**src/rtl/fp_mul_sched_pkg.sv**
```systemverilog
// Shared constants, ID-width helper and shadow-stage record for the
// multiplier scheduler.
package fp_mul_sched_pkg;

  localparam int FP_PRECISION   = 32;
  localparam int FP_MUL_LATENCY = 5;
  // Widest requester ID needed for the supported range of N_REQ (2..16).
  localparam int MAX_ID_W       = 4;

  function automatic int id_width(input int n_req);
    return (n_req > 2) ? $clog2(n_req) : 1;
  endfunction

  typedef struct packed {
    logic                valid;
    logic [MAX_ID_W-1:0] id;
  } shadow_stage_t;

endpackage

```
**src/rtl/fp_mul_sched_rr_arbiter.sv**
```systemverilog
// Round-robin arbiter: combinational grant searching from the pointer,
// pointer advances past the winner only when the grant is taken.
module rr_arbiter
  import fp_mul_sched_pkg::*;
#(
  parameter int N_REQ = 4,
  parameter int ID_W  = id_width(N_REQ)
) (
  input  logic             clk,
  input  logic             reset_n,
  input  logic [N_REQ-1:0] req,
  input  logic             enable,
  input  logic             advance,
  output logic [N_REQ-1:0] grant,
  output logic [ID_W-1:0]  grant_idx
);

  logic [ID_W-1:0] ptr_reg;
  logic [ID_W-1:0] ptr_next;
  logic            grant_any;
  logic [ID_W-1:0] cand_idx [N_REQ];

  // cand_idx[gi] is the requester at search offset gi; ptr < N_REQ, so a
  // single conditional subtract gives the modulo for any N_REQ.
  for (genvar gi = 0; gi < N_REQ; gi++) begin : g_cand
    logic [ID_W:0] sum;
    assign sum = {1'b0, ptr_reg} + (ID_W+1)'(gi);
    assign cand_idx[gi] = (sum >= (ID_W+1)'(N_REQ)) ? ID_W'(sum - (ID_W+1)'(N_REQ))
                                                     : sum[ID_W-1:0];
  end

  always_comb begin
    grant_any = 1'b0;
    grant_idx = '0;
    // Walk from the farthest offset so the nearest valid requester wins.
    for (int i = N_REQ - 1; i >= 0; i--) begin
      if (enable && req[cand_idx[i]]) begin
        grant_any = 1'b1;
        grant_idx = cand_idx[i];
      end
    end
  end

  for (genvar gi = 0; gi < N_REQ; gi++) begin : g_grant
    assign grant[gi] = grant_any && (grant_idx == ID_W'(gi));
  end

  always_comb begin
    ptr_next = ptr_reg;
    if (advance) begin
      ptr_next = (grant_idx == ID_W'(N_REQ - 1)) ? '0 : grant_idx + ID_W'(1);
    end
  end

  always_ff @(posedge clk or negedge reset_n) begin
    if (!reset_n) begin
      ptr_reg <= '0;
    end else begin
      ptr_reg <= ptr_next;
    end
  end

endmodule

```
**src/rtl/fp_mul_sched.sv**
```systemverilog
// Shares one fixed-latency pipelined FP multiplier among N_REQ requesters;
// a shadow pipeline carries each op's requester ID to steer its result back.
module fp_mul_sched
  import fp_mul_sched_pkg::*;
#(
  parameter int N_REQ     = 4,
  parameter int PRECISION = FP_PRECISION,
  parameter int LATENCY   = FP_MUL_LATENCY,
  parameter int ID_W      = id_width(N_REQ),
  parameter int CNT_W     = $clog2(LATENCY + 1)
) (
  input  logic                       clk,
  input  logic                       reset_n,
  input  logic [N_REQ-1:0]           req_valid,
  output logic [N_REQ-1:0]           req_ready,
  input  logic [N_REQ*PRECISION-1:0] req_a,
  input  logic [N_REQ*PRECISION-1:0] req_b,
  input  logic                       hold,
  output logic [PRECISION-1:0]       mul_a,
  output logic [PRECISION-1:0]       mul_b,
  input  logic [PRECISION-1:0]       mul_result,
  output logic [N_REQ-1:0]           resp_valid,
  output logic [PRECISION-1:0]       resp_data,
  output logic                       busy,
  output logic [CNT_W-1:0]           inflight
);

  logic [N_REQ-1:0] grant;
  logic [ID_W-1:0]  grant_idx;
  logic             arb_enable;
  logic             issue;
  logic             retire;

  // No grants while reset is held so req_ready and the operand bus stay at 0.
  assign arb_enable = ~hold & reset_n;
  assign issue      = |(req_valid & grant);
  assign req_ready  = grant;

  rr_arbiter #(
    .N_REQ (N_REQ),
    .ID_W  (ID_W)
  ) u_arb (
    .clk       (clk),
    .reset_n   (reset_n),
    .req       (req_valid),
    .enable    (arb_enable),
    .advance   (issue),
    .grant     (grant),
    .grant_idx (grant_idx)
  );

  logic [PRECISION-1:0] a_masked [N_REQ];
  logic [PRECISION-1:0] b_masked [N_REQ];

  for (genvar gi = 0; gi < N_REQ; gi++) begin : g_opmux
    assign a_masked[gi] = grant[gi] ? req_a[gi*PRECISION +: PRECISION] : '0;
    assign b_masked[gi] = grant[gi] ? req_b[gi*PRECISION +: PRECISION] : '0;
  end

  always_comb begin
    mul_a = '0;
    mul_b = '0;
    for (int i = 0; i < N_REQ; i++) begin
      mul_a = mul_a | a_masked[i];
      mul_b = mul_b | b_masked[i];
    end
  end

  shadow_stage_t shadow_reg [LATENCY];
  shadow_stage_t stage_in;
  shadow_stage_t tail;

  always_comb begin
    stage_in.valid = issue;
    stage_in.id    = issue ? MAX_ID_W'(grant_idx) : '0;
  end

  always_ff @(posedge clk or negedge reset_n) begin
    if (!reset_n) begin
      for (int i = 0; i < LATENCY; i++) begin
        shadow_reg[i] <= '0;
      end
    end else begin
      shadow_reg[0] <= stage_in;
      for (int i = 1; i < LATENCY; i++) begin
        shadow_reg[i] <= shadow_reg[i-1];
      end
    end
  end

  // The last shadow stage lines up with mul_result for the same operation.
  assign tail   = shadow_reg[LATENCY-1];
  assign retire = tail.valid;

  for (genvar gi = 0; gi < N_REQ; gi++) begin : g_resp
    assign resp_valid[gi] = tail.valid && (tail.id == MAX_ID_W'(gi));
  end

  assign resp_data = tail.valid ? mul_result : '0;

  logic [CNT_W-1:0] inflight_reg;
  logic [CNT_W-1:0] inflight_next;

  always_comb begin
    inflight_next = inflight_reg;
    if (issue && !retire) begin
      inflight_next = inflight_reg + CNT_W'(1);
    end else if (!issue && retire) begin
      inflight_next = inflight_reg - CNT_W'(1);
    end
  end

  always_ff @(posedge clk or negedge reset_n) begin
    if (!reset_n) begin
      inflight_reg <= '0;
    end else begin
      inflight_reg <= inflight_next;
    end
  end

  assign inflight = inflight_reg;
  assign busy     = (inflight_reg != '0);

endmodule

```
**config.mk**
```make
export PLATFORM = sky130hd
export DESIGN_NAME = fp_mul_sched
export DESIGN_NICKNAME = d
export VERILOG_FILES = /design/src/rtl/fp_mul_sched_pkg.sv /design/src/rtl/fp_mul_sched_rr_arbiter.sv /design/src/rtl/fp_mul_sched.sv
export SDC_FILE = /design/constraint.sdc
export NUM_CORES = 1
export LEC_CHECK = 0
export BUFFER_PORTS_ARGS = -buffer_cell sky130_fd_sc_hd__buf_2
export CORE_AREA = 2 2 158 160
export CTS_CLUSTER_DIAMETER = 120
export DETAILED_ROUTE_END_ITERATION = 7
export DIE_AREA = 0 0 160 162
export HOLD_SLACK_MARGIN = 0.12
export PLACE_DENSITY = 0.37
export REMOVE_ABC_BUFFERS = 1
export SYNTH_ARGS = -nofsm -noshare
export SYNTH_HDL_FRONTEND = slang
export SYNTH_HIERARCHICAL = 1
export SYNTH_SLANG_ARGS = --single-unit
```
**constraint.sdc**
```tcl
create_clock -name clk -period 7.51 [get_ports clk]
set_input_delay 1.502 -clock clk [delete_from_list [all_inputs] [get_ports clk]]
set_output_delay 1.502 -clock clk [all_outputs]
set_load 0.005 [all_outputs]
```
==> run_results.csv, run 1 <==
group,metric,value,unit
run_status,status,"completed",
final_layout,fin_util,0.209,
setup_path,path_depth,13,
place,gp_congestion,0.791,
pwr,p_leak,2.91,nW
clock_network,cts_sinks,20,
route,finalWirelength,17400,um
setup_path,cp_num_buf_inv,3,
synthesis,synth_cells,347,
synthesis,syn_area_per_cell,7.99,um^2
setup_path,r2r_end,"inflight[2]",
route,wl_met1,6670,um
final_layout,register_area,500,um^2
global_route,grt_pass1_vias,4273,
global_route,grt_max_degree,53,
route,dr.pass1.iters,4,
place,dp_hpwl,14600,um
route,routed.top_layer,"met5",
setup_path,required,6.01,ns
pwr,vdd_drop_max,0.0904,mV
sta,max_slew_margin,0.494,
sta,setup_viol_count_final,0,
floorplan,dieWidth,160,um
floorplan,initial_core_util,0.115,
setup_path,path_delay_family,"simple AND/OR/NAND/NOR gates",
clock_network,htreeDepth,1,
synthesis,ys_warn_count,6,
sta,finalMaxSlewViolations,0,
global_route,grt_pass1_wl,24800,um
global_route,track_usage,0.122,
sta,fin_crit,5.83,ns
clock_network,clock_latency,0.25,ns
final_layout,stdcell_count,1054,
clock_network,clock_path_buffers,2,
route,remaining_drc_errors,0,
global_route,grt-ovfl-total,0,
job,drv_cap,0,
setup_path,crit_fanout,34,
synthesis,synth-edff-count,0,
setup_path,crit_arrival,4.33,ns
setup_path,rrSetupSlack,3.20,ns
place,dp.cells,1047,
place,portBuffers,402,
sta,worst_pin_slew,0.759,ns
floorplan,rows,57,
hold_path,worstHoldPathType,"reg -> reg",
synthesis,synth-seq-area-share,0.181,
final_layout,synthToLayoutAreaGrowth,81.8,%
final_layout,multiInputGateArea,1930,um^2
clock_network,clk_pin_slew,0.05,ns
route,met3RoutedLength,1260,um
sta,rsz0062_at_grt,"false",
pwr,power_per_cell_area,222,nW/um^2
clock_network,ctsHoldBuffers,0,
clock_network,cts_resized,0,
route,vias,4303,
sta,max_clock_freq,171,MHz
synthesis,ys_seq_elements,20,
setup_path,critPathKind,"in -> out",
clock_network,post_cts_buffers,0,
setup_path,end_kind,"output port",
floorplan,core_area,24100,um^2
final_layout,largest_register_ffs,14,
final_layout,final_area,5040,um^2
final_layout,drive_gt1_frac,0.583,
floorplan,io-pin-count,403,
setup_path,critPathMaxStageDelay,0.62,ns
synthesis,syn_area,2770,um^2
setup_path,cp_cell_sequence,"buf_2 > nor2b_1 > nand2b_1 > o22ai_1 > o221ai_2 > nand3_1 > a41o_1 > ha_1 > and2_2 > buf_4 > a22oi_1 > nand2_1 > buf_2",
clock_network,cts_tree,"yes",
floorplan,dieArea,25900,um^2
setup_path,setup.worst_path.start_class,"primary input",
sta,fin_worst_skew,0.00182,ns
hold_path,hp-start,"shadow_reg[24]",
synthesis,async_reset_ff_frac,1.00,
final_layout,num-nets-final,1029,
setup_path,reg2reg_from,"u_arb/ptr_reg[0]",
setup_path,crit_start,"reset_n",
pwr,total_power,1.12,mW
floorplan,die_h,162,um
setup_path,cp_common_cell,"buf_2",
route,drt-vias-per-instance,4.08,
sta,hold_viol_final,0,
synthesis,ys.flop_type,"dfrtp_1",
global_route,grt_antenna_before_repair,5,
sta,setup_tns,0,ns
setup_path,endpoint,"mul_a[10]",
setup_path,critPathSlowestCell,"and2_2",
route,detail_route.wl_per_cell,16.5,um
place,dpl-instance-area,4940,um^2
setup_path,r2r_cells,16,
clock_network,cts_buffers,3,
synthesis,synth_cell_types,34,
sta,min_period_over_period,0.776,
clock_network,cts_root_buffer,"clkbuf_16",
route,detail-route-antenna-nets,0,
route,dr.first_iter.drc_count,200,
final_layout,final.fill_count,2792,
route,wl_met2,9240,um
## worst reg2reg max path: stages (launching register included)
cell and delay (ns):
dfrtp_1 0.48, mux2_2 0.41, and2_2 0.21, a21o_1 0.20, a21oi_1 0.18, mux2_4 0.19
ha_1 0.12, and2_2 0.62, buf_4 0.39, a22oi_1 0.10, nand2_1 0.26, ha_1 0.24
inv_1 0.06, fa_1 0.37, xor2_1 0.15, nor2_1 0.12, xor2_1 0.15
## layer usage
metal	up-vias	track usage
met2	230	0.232
li1	2079	-
met4	4	0.0197
met1	1972	0.141
met3	18	0.0278
met5	-	0
## Yosys cell counts, types with 2 or more instances
library cell | number | area share
a21o_1 | 2 | 0.0054
a21oi_1 | 3 | 0.0054
a22oi_1 | 130 | 0.35
and2_1 | 39 | 0.088
buf_2 | 3 | 0.0054
buf_6 | 28 | 0.11
dfrtp_1 | 20 | 0.18
ha_1 | 5 | 0.023
inv_1 | 4 | 0.0054
mux2_2 | 2 | 0.0081
mux2_4 | 2 | 0.011
mux2i_1 | 4 | 0.014
nand2_1 | 71 | 0.096
nand3_1 | 6 | 0.011
nor2_1 | 5 | 0.0068
nor2b_1 | 2 | 0.0045
nor3b_1 | 2 | 0.0054
o22ai_1 | 2 | 0.0045
xor2_1 | 2 | 0.0063
## worst min-delay path by stage
stage,endpoint,slack [ns],depth (start not counted)
6_report,shadow_reg[19],0.34,0
5_1_grt,shadow_reg[19],0.35,0
4_1_cts,shadow_reg[19],0.35,0
3_5_place_dp,shadow_reg[9],0.33,0
3_3_place_gp,retire,0.33,0
2_1_floorplan,retire,0.33,0
## area by class of cell
| type | instances | area share |
|---|---|---|
| multi-input cells | 291 | 0.382 |
| well taps | 324 | 0.0805 |
| repair buffers | 408 | 0.416 |
| diodes | 3 | 0.00149 |
| inverters | 4 | 0.00298 |
| flip-flops and latches | 20 | 0.0993 |
| clock buffers | 4 | 0.0176 |
## where the power goes
| part | total, mW | internal, mW | switching [mW] |
|---|---|---|---|
| Combinational | 0.828 | 0.390 | 0.437 |
| Sequential | 0.175 | 0.141 | 0.0348 |
| Clock | 0.117 | 0.0810 | 0.0357 |
## metrics by stage
step	hold slack [ns]	worst slack, ns
3_5_place_dp	0.335	1.64
2_1_floorplan	0.331	1.73
5_1_grt	0.348	1.40
3_3_place_gp	0.333	1.68
4_1_cts	0.347	1.63
6_report	0.345	1.68
## cells in the final DEF, fill, tap and decap left out, types with 2 or more instances in the layout
cell type / n
a21o_1: 2
a21oi_1: 3
a22oi_1: 130
and2_1: 35
and2_2: 5
buf_12: 3
buf_2: 402
buf_4: 3
clkbuf_16: 3
dfrtp_1: 20
diode_2: 3
ha_1: 5
inv_1: 4
mux2_2: 2
mux2_4: 2
mux2i_1: 4
nand2_1: 71
nand3_1: 6
nor2_1: 5
nor2b_1: 2
nor3b_1: 2
o22ai_1: 2
xor2_1: 2
## cells by family (layout without fill, tap and decap cells)
group           Yosys count  count (layout)  synth area share
other cells               0               3                 0
flops                    20              20             0.181
buf+inv                  36             416             0.126
xor+xnor                  3               3           0.00948
fa+ha+maj                 6               6            0.0298
mux                       8               8            0.0334
compound gates          142             142             0.390
simple gates            132             132             0.231
(Power assumes the default switching activity.)
==> run 2, diff against run 1 <==
--- a/config.mk
+++ b/config.mk
@@ -5,13 +5,14 @@
 export SDC_FILE = /design/constraint.sdc
 export NUM_CORES = 1
 export LEC_CHECK = 0
+export ABC_AREA = 1
 export BUFFER_PORTS_ARGS = -buffer_cell sky130_fd_sc_hd__buf_2
-export CORE_AREA = 2 2 158 160
+export CORE_AREA = 2 2 155 157
 export CTS_CLUSTER_DIAMETER = 120
 export DETAILED_ROUTE_END_ITERATION = 7
-export DIE_AREA = 0 0 160 162
+export DIE_AREA = 0 0 157 159
 export HOLD_SLACK_MARGIN = 0.12
-export PLACE_DENSITY = 0.37
+export PLACE_DENSITY = 0.39
 export REMOVE_ABC_BUFFERS = 1
 export SYNTH_ARGS = -nofsm -noshare
 export SYNTH_HDL_FRONTEND = slang
==> constraint.sdc (replaced) <==
create_clock -name clk -period 5.55 [get_ports clk]
set_input_delay 1.11 -clock clk [delete_from_list [all_inputs] [get_ports clk]]
set_output_delay 1.11 -clock clk [all_outputs]
set_load 0.005 [all_outputs]
==> run 2 against run 1 <==
Against the previous run:
- utilization increased by 2.1 points
- clock power grew 35%
- flip-flop and latch count did not move
- synthesized cell count up 63%
- first-iteration DRC count is 12% higher
- routed wire length is 6.2% higher
- sequential share of layout area down 0.57 points
- count of clock-buffer cells in the layout stayed put
- synthesized area rose by 8.4%
- via count rose by 15%
- combinational power rose by 79%
- critical endpoint is now mul_a[16]
- largest cell class unchanged
- largest power group unchanged
==> run_results.csv, run 2 <==
group,metric,value,unit
route,vias,4958,
setup_path,reg2reg_from,"u_arb/ptr_reg[0]",
synthesis,ys_seq_elements,20,
clock_network,cts_resized,0,
sta,hold_viol_final,0,
clock_network,cts_tree,"yes",
clock_network,cts_root_buffer,"clkbuf_16",
synthesis,yosysMostFrequentCell,"nand2_1",
setup_path,end_kind,"output port",
synthesis,synth.top_cells.by_area,"nand2_1 (42%), dfrtp_1 (17%), nand4_1 (14%)",
setup_path,crit_arrival,3.60,ns
run_status,status,"completed",
hold_path,hp-start,"shadow_reg[20]",
global_route,grt_antenna_before_repair,3,
sta,worst_pin_slew,0.928,ns
synthesis,ys_warn_count,6,
clock_network,htreeDepth,1,
floorplan,io-pin-count,403,
clock_network,clock_path_buffers,2,
final_layout,final_area,5350,um^2
setup_path,cp_cell_sequence,"buf_2 > inv_1 > nor2_1 > nand3_1 > nand2_1 > nand3_1 > nand2_1 > o21ai_2 > inv_1 > ha_1 > inv_1 > nor2_4 > buf_4 > nand2_1 > nand4_1 > buf_2",
final_layout,register_area,500,um^2
final_layout,drive_gt1_frac,0.461,
route,detail_route.wl_per_cell,14.6,um
final_layout,fin_util,0.230,
global_route,grt-ovfl-total,0,
synthesis,syn_area,3000,um^2
synthesis,synth-seq-area-share,0.167,
clock_network,ctsHoldBuffers,0,
synthesis,synth-edff-count,0,
sta,max_slew_margin,0.382,
sta,fin_crit,4.71,ns
route,dr.first_iter.drc_count,223,
final_layout,final_cell_mix,"buf_2 (402), nand2_1 (339), nand4_1 (65), inv_1 (57), dfrtp_1 (20)",
synthesis,ys.flop_type,"dfrtp_1",
route,finalWirelength,18400,um
sta,min_period_over_period,0.848,
sta,setup_viol_count_final,0,
floorplan,die_h,159,um
place,gp_congestion,0.885,
final_layout,num-nets-final,1247,
setup_path,critPathMaxStageDelay,0.51,ns
setup_path,critPathKind,"in -> out",
final_layout,largest_register_ffs,14,
global_route,grt_pass1_vias,4855,
floorplan,dieWidth,157,um
sta,max_clock_freq,213,MHz
sta,fin_worst_skew,0.00130,ns
route,detail-route-antenna-nets,0,
floorplan,rows,56,
floorplan,core_area,23200,um^2
pwr,p_leak,3.28,nW
sta,finalMaxSlewViolations,0,
hold_path,worstHoldPathType,"reg -> reg",
place,dp_hpwl,15600,um
synthesis,synth_commonest_cells,"nand2_1 (339), nand4_1 (65), inv_1 (57)",
setup_path,rrSetupSlack,1.89,ns
global_route,track_usage,0.140,
clock_network,clock_latency,0.25,ns
route,drt-vias-per-instance,3.91,
job,drv_cap,0,
clock_network,post_cts_buffers,0,
global_route,grt_max_degree,48,
pwr,total_power,1.89,mW
clock_network,cts_sinks,20,
synthesis,synth_cells,564,
clock_network,clk_pin_slew,0.05,ns
final_layout,multiInputGateArea,2020,um^2
synthesis,synth_cell_types,20,
setup_path,crit_fanout,47,
synthesis,syn_area_per_cell,5.32,um^2
clock_network,cts_buffers,3,
setup_path,crit_start,"reset_n",
floorplan,initial_core_util,0.129,
final_layout,synthToLayoutAreaGrowth,78.0,%
setup_path,critPathSlowestCell,"nor2_1",
synthesis,synth_top_area_cell,"nand2_1",
route,dr.pass1.iters,4,
setup_path,setup.worst_path.start_class,"primary input",
setup_path,required,4.44,ns
place,portBuffers,402,
place,dpl-instance-area,5250,um^2
floorplan,dieArea,25000,um^2
sta,rsz0062_at_grt,"false",
pwr,power_per_cell_area,354,nW/um^2
synthesis,async_reset_ff_frac,1.00,
synthesis,netlist.area_leader.share,0.424,
global_route,grt_pass1_wl,27000,um
final_layout,final.fill_count,2764,
final_layout,mostFrequentLayoutCell,"buf_2",
route,remaining_drc_errors,0,
pwr,vdd_drop_max,0.132,mV
[run 2: changes by cell type after synthesis, sizes merged, moves of 3 or more]
cell and delta:
nand2 +276, a22oi -130, nand4 +65, inv +56
and2 -40, nand3 +7, nor2 +7, mux2 -4
mux2i -4, a21oi -3, buf +3, nor3 +3
[run 2: per-stage QoR]
step                      setup TNS (ns)  setup WS, ns  hold slack, ns  instances
after detailed placement               0         0.793           0.335       1260
after global routing                   0         0.496           0.355       1267
after CTS                              0         0.775           0.347       1264
after floorplan                    -3.55       -0.0556           0.331        530
final                                  0         0.844           0.344       1267
after global placement                 0         0.807           0.332       1260
[run 2: area by class of cell]
type,count,share of cell area
inverters,60,0.0421
clock buffers,4,0.0166
well taps,319,0.0747
multi-input cells,450,0.378
repair buffers,411,0.394
flip-flops and latches,20,0.0936
diodes,3,0.00140
[run 2: report_power, final]
group	switching, mW	total (mW)	internal, mW
sequential	0.0613	0.255	0.194
clock	0.0488	0.158	0.110
combinational	0.879	1.48	0.600
[run 2: worst paths after layout]
path | endpoint | cells past startpoint
worst max-delay path | mul_a[16] | 16
worst min-delay path | shadow_reg[15] | 0
worst max register to register | inflight[2] | 23
worst min register to register | shadow_reg[15] | 0
max in group asynchronous | shadow_reg[10] | 2
min in group asynchronous | inflight[2] | 2
[run 2: kinds of logic (layout without fill, tap and decap cells)]
group           count (synthesis)  after routing  share of synthesized area
compound gates                  2              2                    0.00458
xor+xnor                        1              1                    0.00292
fa+ha+maj                       6              6                     0.0275
buf+inv                        94            475                      0.171
flops                          20             20                      0.167
other cells                     0              3                          0
simple gates                  441            441                      0.628
[run 2: worst max-delay path: cells and delay by family]
kind | cells | cell delay [ns]
adder cells (fa/ha/maj) | 1 | 0.14
AO/OA/AOI/OAI | 1 | 0.08
AND/OR/NAND/NOR | 8 | 1.37
buffers and inverters | 6 | 0.84
[run 2: per-layer routing]
metal  share of wire  track usage
met5               0            0
met4           0.015       0.0292
met3           0.088       0.0365
met2            0.53        0.271
met1            0.37        0.149
